--- src/rtl/pipeline_stall_ctrl.sv ---
// ----------------------------------------------------------------------------
// pipeline_stall_ctrl
//
// Central stall/flush controller for a 5-stage in-order pipeline. Merges the
// instruction-bus wait, data-bus wait, load-use hazard and a multi-cycle
// mul/div sequencer into a monotonic per-stage stall vector. It also delivers
// exception/eret flushes, holding back any flush that arrives while the data
// bus is waiting.
//
// Parameters:
//   MULDIV_CYCLES  number of BUSY cycles of a mul/div op (2..255)
//   WDOG_WIDTH     width of the optional stall-hang watchdog counter
//
// Ports:
//   clk              clock, all state updates on rising edge
//   rst              asynchronous active-high reset
//   if_mem_wait      instruction bus not ready
//   mem_mem_wait     data bus not ready
//   id_load_use      load-use hazard detected in ID
//   ex_muldiv_start  EX holds a mul/div starting this cycle
//   flush            exception/eret flush request
//   stall[4:0]       per-stage stall (0=IF .. 4=WB), combinational
//   flush_out        flush delivered to the pipeline
//   muldiv_busy      mul/div sequencer in BUSY
//   muldiv_done      mul/div sequencer in DONE (result valid)
//   watchdog_trip    sticky stall-hang flag
//
// Build option:
//   STALL_WATCHDOG_EN  when defined, a WDOG_WIDTH-bit counter tracks
//                      consecutive IF-stall cycles and trips watchdog_trip
//                      on saturation. When undefined, watchdog_trip is 0.
// ----------------------------------------------------------------------------
module pipeline_stall_ctrl #(
    parameter int unsigned MULDIV_CYCLES = 32,
    parameter int unsigned WDOG_WIDTH    = 16
) (
    input  logic       clk,
    input  logic       rst,
    input  logic       if_mem_wait,
    input  logic       mem_mem_wait,
    input  logic       id_load_use,
    input  logic       ex_muldiv_start,
    input  logic       flush,
    output logic [4:0] stall,
    output logic       flush_out,
    output logic       muldiv_busy,
    output logic       muldiv_done,
    output logic       watchdog_trip
);

    // Reject out-of-range configurations at elaboration time.
    if ((MULDIV_CYCLES < 2) || (MULDIV_CYCLES > 255) || (WDOG_WIDTH < 1)) begin : g_param_check
        $error("pipeline_stall_ctrl: MULDIV_CYCLES must be 2..255 and WDOG_WIDTH >= 1");
    end

    localparam logic [7:0] MD_LOAD = 8'(MULDIV_CYCLES - 32'd1);

    typedef enum logic [1:0] {
        MD_IDLE = 2'd0,
        MD_BUSY = 2'd1,
        MD_DONE = 2'd2
    } md_state_e;

    md_state_e  state_r, state_s;
    logic [7:0] cnt_r, cnt_s;
    logic       flush_hold_r, flush_hold_s;
    logic       flush_out_s;
    logic       md_stall_s;
    logic [4:0] stall_s;

    // Flush delivery: a pending or fresh flush goes out only when the data bus
    // is free; flush_hold remembers a flush that arrived during a bus wait.
    always_comb begin
        flush_out_s  = 1'b0;
        flush_hold_s = flush_hold_r;
        if (rst) begin
            flush_out_s  = 1'b0;
            flush_hold_s = 1'b0;
        end else begin
            flush_out_s = (flush | flush_hold_r) & ~mem_mem_wait;
            if (flush_out_s) begin
                flush_hold_s = 1'b0;
            end else if (flush && mem_mem_wait) begin
                flush_hold_s = 1'b1;
            end else begin
                flush_hold_s = flush_hold_r;
            end
        end
    end

    // Mul/div sequencer next-state and its EX-stall contribution. A delivered
    // flush kills the op and withdraws the stall in the same cycle.
    always_comb begin
        state_s    = state_r;
        cnt_s      = cnt_r;
        md_stall_s = 1'b0;
        case (state_r)
            MD_IDLE: begin
                if (ex_muldiv_start && !flush_out_s) begin
                    state_s    = MD_BUSY;
                    cnt_s      = MD_LOAD;
                    md_stall_s = 1'b1;
                end else begin
                    state_s = MD_IDLE;
                end
            end
            MD_BUSY: begin
                if (flush_out_s) begin
                    state_s = MD_IDLE;
                    cnt_s   = 8'd0;
                end else begin
                    md_stall_s = 1'b1;
                    if (cnt_r == 8'd0) begin
                        state_s = MD_DONE;
                    end else begin
                        cnt_s = cnt_r - 8'd1;
                    end
                end
            end
            MD_DONE: begin
                // The result must stay valid while MEM is frozen.
                if (flush_out_s) begin
                    state_s = MD_IDLE;
                end else if (mem_mem_wait) begin
                    state_s = MD_DONE;
                end else begin
                    state_s = MD_IDLE;
                end
            end
            default: begin
                state_s = MD_IDLE;
                cnt_s   = 8'd0;
            end
        endcase
    end

    // Stall vector: OR of per-source masks, each already monotonic, so the
    // union stays monotonic and WB never stalls. Forced quiet during reset.
    always_comb begin
        stall_s = 5'b00000;
        if (rst) begin
            stall_s = 5'b00000;
        end else begin
            stall_s = {1'b0, {4{mem_mem_wait}}}
                    | {2'b00, {3{md_stall_s}}}
                    | {3'b000, {2{id_load_use & ~flush_out_s}}}
                    | {4'b0000, if_mem_wait};
        end
    end

    // Sequencer, counter and flush-hold state registers.
    always_ff @(posedge clk or posedge rst) begin
        if (rst) begin
            state_r      <= MD_IDLE;
            cnt_r        <= 8'd0;
            flush_hold_r <= 1'b0;
        end else begin
            state_r      <= state_s;
            cnt_r        <= cnt_s;
            flush_hold_r <= flush_hold_s;
        end
    end

    assign stall       = stall_s;
    assign flush_out   = flush_out_s;
    assign muldiv_busy = (state_r == MD_BUSY) & ~rst;
    assign muldiv_done = (state_r == MD_DONE) & ~rst;

`ifdef STALL_WATCHDOG_EN
    localparam logic [WDOG_WIDTH-1:0] WDOG_MAX = {WDOG_WIDTH{1'b1}};
    localparam logic [WDOG_WIDTH-1:0] WDOG_ONE = {{(WDOG_WIDTH-1){1'b0}}, 1'b1};

    logic [WDOG_WIDTH-1:0] wdog_cnt_r, wdog_cnt_s;
    logic                  wdog_trip_r, wdog_trip_s;

    // Watchdog: count consecutive IF-stall cycles, saturate, latch the trip.
    always_comb begin
        wdog_cnt_s  = wdog_cnt_r;
        wdog_trip_s = wdog_trip_r;
        if (!stall_s[0]) begin
            wdog_cnt_s = {WDOG_WIDTH{1'b0}};
        end else if (wdog_cnt_r == WDOG_MAX) begin
            wdog_cnt_s = WDOG_MAX;
        end else begin
            wdog_cnt_s = wdog_cnt_r + WDOG_ONE;
        end
        if (wdog_cnt_s == WDOG_MAX) begin
            wdog_trip_s = 1'b1;
        end else begin
            wdog_trip_s = wdog_trip_r;
        end
    end

    // Watchdog registers; the trip flag only clears on reset.
    always_ff @(posedge clk or posedge rst) begin
        if (rst) begin
            wdog_cnt_r  <= {WDOG_WIDTH{1'b0}};
            wdog_trip_r <= 1'b0;
        end else begin
            wdog_cnt_r  <= wdog_cnt_s;
            wdog_trip_r <= wdog_trip_s;
        end
    end

    assign watchdog_trip = wdog_trip_r;
`else
    assign watchdog_trip = 1'b0;
`endif

endmodule

--- config.mk ---
export PLATFORM = sky130hd
export DESIGN_NAME = pipeline_stall_ctrl
export DESIGN_NICKNAME = d
export VERILOG_FILES = /design/src/rtl/pipeline_stall_ctrl.sv
export SDC_FILE = /design/constraint.sdc
export NUM_CORES = 1
export LEC_CHECK = 0
export ABC_CLOCK_PERIOD_IN_PS = 6300
export BUFFER_PORTS_ARGS = -buffer_cell sky130_fd_sc_hd__buf_4
export CAP_MARGIN = 20
export CORE_MARGIN = 1
export CORE_UTILIZATION = 56
export DETAILED_ROUTE_END_ITERATION = 12
export HOLD_SLACK_MARGIN = 0.08
export PLACE_DENSITY = 0.93
export SYNTH_ARGS = -nofsm -noshare
export SYNTH_HDL_FRONTEND = slang
export SYNTH_SLANG_ARGS = --single-unit
--- constraint.sdc ---
create_clock -name clk -period 6.3 [get_ports clk]
set_clock_uncertainty 0.05 [all_clocks]
set_input_delay 0.315 -clock clk [delete_from_list [all_inputs] [get_ports clk]]
set_output_delay 0.315 -clock clk [all_outputs]
set_load 0.005 [all_outputs]
* Word level (Yosys, flattened, before mapping)
Index checks and enable logic that the tools add are counted.
** Storage, ports and cells
- Flip-flop bits (word level) :: 11
- Output and inout bits :: 9
** Operators by class
- $add $sub $neg :: 1
- Equal/unequal tests :: 5
- Mux-type cells :: 18
- Bitwise logic cells :: 12
- Reduce and logical (&&, ||, !) cells :: 7
** Operators with widths (count)
- $mux 8 :: 3
- $pmux 8 s3 :: 1
- $logic_not 8->1 :: 1
- $mux 2 :: 4
- $sub 8x1->8 const B :: 1
- $mux 1 :: 7
- $ne 3x3->1 const B :: 2
- $pmux 2 s3 :: 1
- $and 1x1->1 :: 4
- $mux 4 :: 1
- $not 1->1 :: 4
- $or 4x1->4 :: 1
- $or 4x2->4 :: 1
- $or 4x3->4 :: 1
- $reduce_and 3->1 :: 1
- $reduce_bool 3->1 :: 1
- $eq 2x1->1 const B :: 1
- $eq 2x2->1 const B :: 1
- $logic_and 1x1->1 :: 2
- $logic_not 2->1 :: 1
- $ne 2x2->1 const B :: 1
- $pmux 1 s2 :: 1
- $logic_not 1->1 :: 1
- $or 1x1->1 :: 1

* Depth between registers and ports, before layout
- Depth after elaboration :: 11
- Gate-level depth with buffers :: 6

* Worst setup path after synthesis
Ideal clock, no wire load.
- Path kind :: register to register
- From :: reg cnt_r[0]
- To :: reg cnt_r[6]
- Data arrival time :: 1.863 ns
- Required time :: 6.172 ns
- Slack :: 4.309 ns
- Stages on the path, launching flop included :: 7
- Buffers on the path :: 0
- Cells stage by stage :: dfrtp_1 inv_1 ha_1 or4b_2 nor2_1 or4b_1 a21oi_1
** Between the ends
- Cells in the longest elaborated chain, start to end :: 4
- Elaborated cells between the ends (all ways) :: 7
** Ends and longest elaborated chain
- start, declared :: RTL line 65 : logic [7:0] cnt_r, cnt_s;
- start signal, assigned :: RTL line 159 : cnt_r <= cnt_s;
- $sub 8x1->8 :: RTL line 116 : cnt_s = cnt_r - 8'd1;
- $mux 8 :: RTL line 113 : if (cnt_r == 8'd0) begin
- $mux 8 :: RTL line 108 : if (flush_out_s) begin
- $pmux 8 s3 :: RTL line 97 : case (state_r)
Parallel ways exist; a longest one is shown, timed or not. The select of a mux whose other input is x is not followed.
A chain may end at the register's enable or synchronous reset.

* Worst setup path in the final report
- From :: in rst
- To :: out stall[2]
** Between the ends
- Cells in the longest elaborated chain, start to end :: 9
- Elaborated cells between the ends (all ways) :: 10
** Ends and longest elaborated chain
- start, declared :: RTL line 38 : input logic rst,
- $mux 1 :: RTL line 76 : if (rst) begin
- $logic_not 1->1 :: RTL line 99 : if (ex_muldiv_start && !flush_out_s) begin
- $logic_and 1x1->1 :: RTL line 99
- $mux 1 :: RTL line 99
- $pmux 1 s2 :: RTL line 97
- $or 4x3->4 :: RTL line 145 : | {2'b00, {3{md_stall_s}}}
- $or 4x2->4 :: RTL line 146 : | {3'b000, {2{id_load_use & ~flush_out_s}}}
- $or 4x1->4 :: RTL line 147 : | {4'b0000, if_mem_wait};
- $mux 4 * :: RTL line 141 : if (rst) begin
- end, declared :: RTL line 44 : output logic [4:0] stall,
Mark *: on every way between the ends. The rest lies on a longest branch, timed or not.

==> results.md <==
- Of the available clock period, the critical path in the final layout requires 0.3980.
- The leakage power figure is 0.4096 nW.
- The aggregate routed wire length is 1646 µm.
- The via count of the first global-routing pass is 586.
- Synthesis inferred 11 register bits.
- The peak supply drop is 0.0002446 V.
- The clock insertion delay at the later pin of the skew report is 0.27 ns.
- The total vias in the final route is 705.
- The global-route wire length before repair is 2532 µm.
- Clock-pin slew was measured on the worst setup and hold paths at 0.07 ns.
- The cell depth of the worst min-delay path is 3.
- The count of nets left with antenna violations after detail routing is 0.
- The worst setup timing slack at the placement stage is 4.185 ns.
- For this run, the leading register cell type out of synthesis is sky130_fd_sc_hd__dfrtp_1.
- The register area share after synthesis is 0.3630.
- After the first detailed-routing iteration, the DRC count stood at 32.
- The tool flagged a number of max-cap violations equal to 0.
- The mapped netlist covers 758.2 µm².
- In this run the core area contains 12 standard-cell rows.
- After global routing the overflow that remains totals 0.
- At the worst endpoint, the arrival time is 2.14 ns.
- The critical path in this run is classified as input port to primary output.
- The worst hold-check slack is 0.3053 ns.
- The flow ran to the end, and the final reports show no timing, DRC or antenna violations.
- Before antenna repair, the detailed router went through 4 iterations.
- The initial antenna violation count came to 0.
- At the pin with the least slew margin, the transition time is 0.5483 ns.
- The startpoint kind of the worst setup timing path is an input port.
- The endpoint identified for the worst register-to-register timing path is cnt_r[1]$_DFFE_PP0P_.
- The repair_antennas step left the layout with diodes totalling 0.
- The die footprint is 1505 µm².
- In this run the power density over the cells is 373.3 nW/µm².
- The critical path contains buffers and inverters numbering 3 combined.
- STA classifies the critical path endpoint as a primary output.
- Across all register-to-register paths, the minimum setup slack is 4.16 ns.
- The core region area is 1186 µm².
- In this run the tightest slew margin relative to its limit is 0.6345.
- Along the worst path, the maximum fanout reaches 10.
- The min-delay analysis places its worst path in the category input port to flip-flop.
- After synthesis, the most frequently instantiated cells are sky130_fd_sc_hd__dfrtp_1 (11), sky130_fd_sc_hd__o21ai_0 (11), sky130_fd_sc_hd__a21oi_1 (10).
- The largest single stage delay on the critical path is 0.53 ns.
- The final-report setup violation count is 0.
- For this configuration, the core starts out at a cell density of 0.6392.
- In the synthesized netlist the async set-or-reset flop fraction comes to 1.000.
- The core utilization of the finished layout is 0.7479.
- The cell at the root of the clock tree is sky130_fd_sc_hd__clkbuf_4.
- The worst hold path begins at flush.
- In the final layout, the share of cells above drive strength 1 is 0.2255.
- 16 I/O pins were placed.
- The post-route DRC violation count is 0.
- Counting flops with a built-in enable in the synthesized netlist gives 0.
- The total of buffers placed on input and output ports is 13.
- The area overhead of the layout relative to synthesis is 17.00%.
- The startpoint identified for the worst register-to-register timing path is cnt_r[0]$_DFFE_PP0P_.
- TritonCTS built the clock tree.
- The final worst setup slack is 3.793 ns.
- The per-cell routed wire length is 14.19 µm.
- The fraction of post-synthesis cell area in the top cell type by area is 0.3630.
- The summed negative setup slack over all endpoints is 0 ns.
- The number of slew-limit violations in the final report is 0.
- The worst-case clock buffer depth is 2.
- The number of hold-slack violations in the final timing report was 0.
- The master of the slowest instance on the critical path is sky130_fd_sc_hd__dlygate4sd3_1.
- The largest delay contributor family on the critical path is compound AO/OA/AOI/OAI gates.
- The final layout contains 112 nets.
- The floorplan die height is 38.80 µm.
- In this run, CTS created clock tree buffers numbering 3.
- In this run the number of H-tree levels came out at 1.
- The number of buffers inserted by post-CTS setup repair is 0.
- Entering global routing, the biggest net connects 13 pins.
- The cell count after synthesis is 88.
- The total number of yosys warnings is 0.
- After detailed routing, the number of vias per cell comes to 6.078.
- For this run, the number of standard cells in the final layout without fillers is 116.
- After legalization and detailed placement, the total HPWL measured 1249 µm.
- The post-synthesis average cell area is 8.616 µm².
- In the global route stage, overall resource usage came out at 0.2618.
- The die span in x is 38.80 µm.
- For hold timing, the worst endpoint is flush_hold_r$_DFFE_PP0P_.
- For the worst setup path, the data required time is 5.93 ns.
- The number of sinks on the clock net is 11.
- At the end of routability-driven placement, the weighted congestion stood at 0.9167.
- The peak clock frequency supported by timing is 398.8 MHz.
- Setup repair after global routing left no endpoint under its margin.
- After synthesis, the netlist uses 30 different library cells.
- The smallest clock period supported by the final layout is computed as 2.507 ns.
- Tracing the worst setup path back leads to its startpoint at rst.
- The number of cells on the worst reg-to-reg path is 6.
- The cell accounting for the most synthesized area is sky130_fd_sc_hd__dfrtp_1.
- In this run, placement finished with an instance count of 111.
- Ranked by total cell area, the synthesized netlist is headed by sky130_fd_sc_hd__dfrtp_1 (36%), sky130_fd_sc_hd__o21ai_0 (7.3%), sky130_fd_sc_hd__a21oi_1 (6.6%).
- Walking the worst path, the cells encountered are dlygate4sd3_1, buf_4, nor2_1, a21oi_1, o21ai_0, a21oi_1, buf_4.
-- metal layers --
metal / routed length [µm] / up-vias / GRT usage / part of all wire
met4: 36 / 0 / 0.1552 / 0.022
met1: 759 / 330 / 0.3406 / 0.46
met5: 0 / - / 0 / 0
li1: - / 347 / - / -
met3: 108 / 4 / 0.06936 / 0.066
met2: 743 / 24 / 0.3833 / 0.45
-- how the worst max path moves through the flow --
stage / end / slack [ns] / cells past startpoint
6_report: stall[2] / 3.79 / 7
5_1_grt: stall[2] / 3.72 / 7
4_1_cts: stall[2] / 3.82 / 7
3_5_place_dp: cnt_r[1]$_DFFE_PP0P_ / 4.19 / 6
3_3_place_gp: cnt_r[1]$_DFFE_PP0P_ / 4.22 / 6
2_1_floorplan: cnt_r[6]$_DFFE_PP0P_ / 4.31 / 6
-- power breakdown --
| group | internal, W | total [W] | leakage (nW) | switching (W) |
|---|---|---|---|---|
| logic | 0.0000717 | 0.000152 | 0.257 | 0.0000807 |
| registers | 0.0000990 | 0.000130 | 0.137 | 0.0000309 |
| clock network | 0.0000246 | 0.0000487 | 0.0150 | 0.0000242 |
| total | 0.000195 | 0.000331 | 0.410 | 0.000136 |
-- metrics by stage --
step | power, W | instance area, µm²
detailed placement | 0.0002797 | 850.8
floorplan | 0.0002423 | 762.0
global placement | 0.0002794 | 850.8
CTS | 0.0003304 | 887.1
global route | 0.0003548 | 887.1
finish | 0.0003312 | 887.1
-- worst min-delay path: stages --
cell	delay, ns
sky130_fd_sc_hd__buf_4	0.08
sky130_fd_sc_hd__nor2_1	0.05
sky130_fd_sc_hd__nor3_1	0.13
-- state kept, by name, indices dropped and copies added, names as in the netlist --
register      cells
state_r           2
flush_hold_r      1
cnt_r             8
-- logic make-up after synthesis --
logic type               after synthesis  synth area share
AO/OA/AOI/OAI                         33            0.3003
adder cells (fa/ha/maj)                2           0.03300
other                                  1          0.004946
buffers and inverters                 12           0.06931
flip-flops                            11            0.3630
AND/OR/NAND/NOR                       27            0.2030
multiplexers                           2           0.02640
-- cells in the final DEF, fill, tap and decap left out, drive strengths merged, types with 2 or more instances in the layout --
master and n:
buf 13, o21ai 11, dfrtp 11, a21oi 10, nor2 8, inv 7, nor3 5, clkbuf 4
nand2b 3, a22o 3, or2 2, o31ai 2, mux2i 2, nand3 2, ha 2, conb 2
or4 2, or4b 2
-- timing repair --
action | in CTS | in global routing
resized for setup | 0 | 0
endpoints found under the setup margin | 0 | 0
hold buffers | 1 | 0
endpoints found under the hold margin | 11 | 0
-- final cells by class --
class                   count  area [µm²]
multi-input cells          66       434.2
fillers                    90       299.0
flip-flops and latches     11       275.3
repair buffers             14       107.6
clock buffers               4       26.28
inverters                   7       26.28
well taps                  14       17.52
Power figures use the tool's default switching activity.
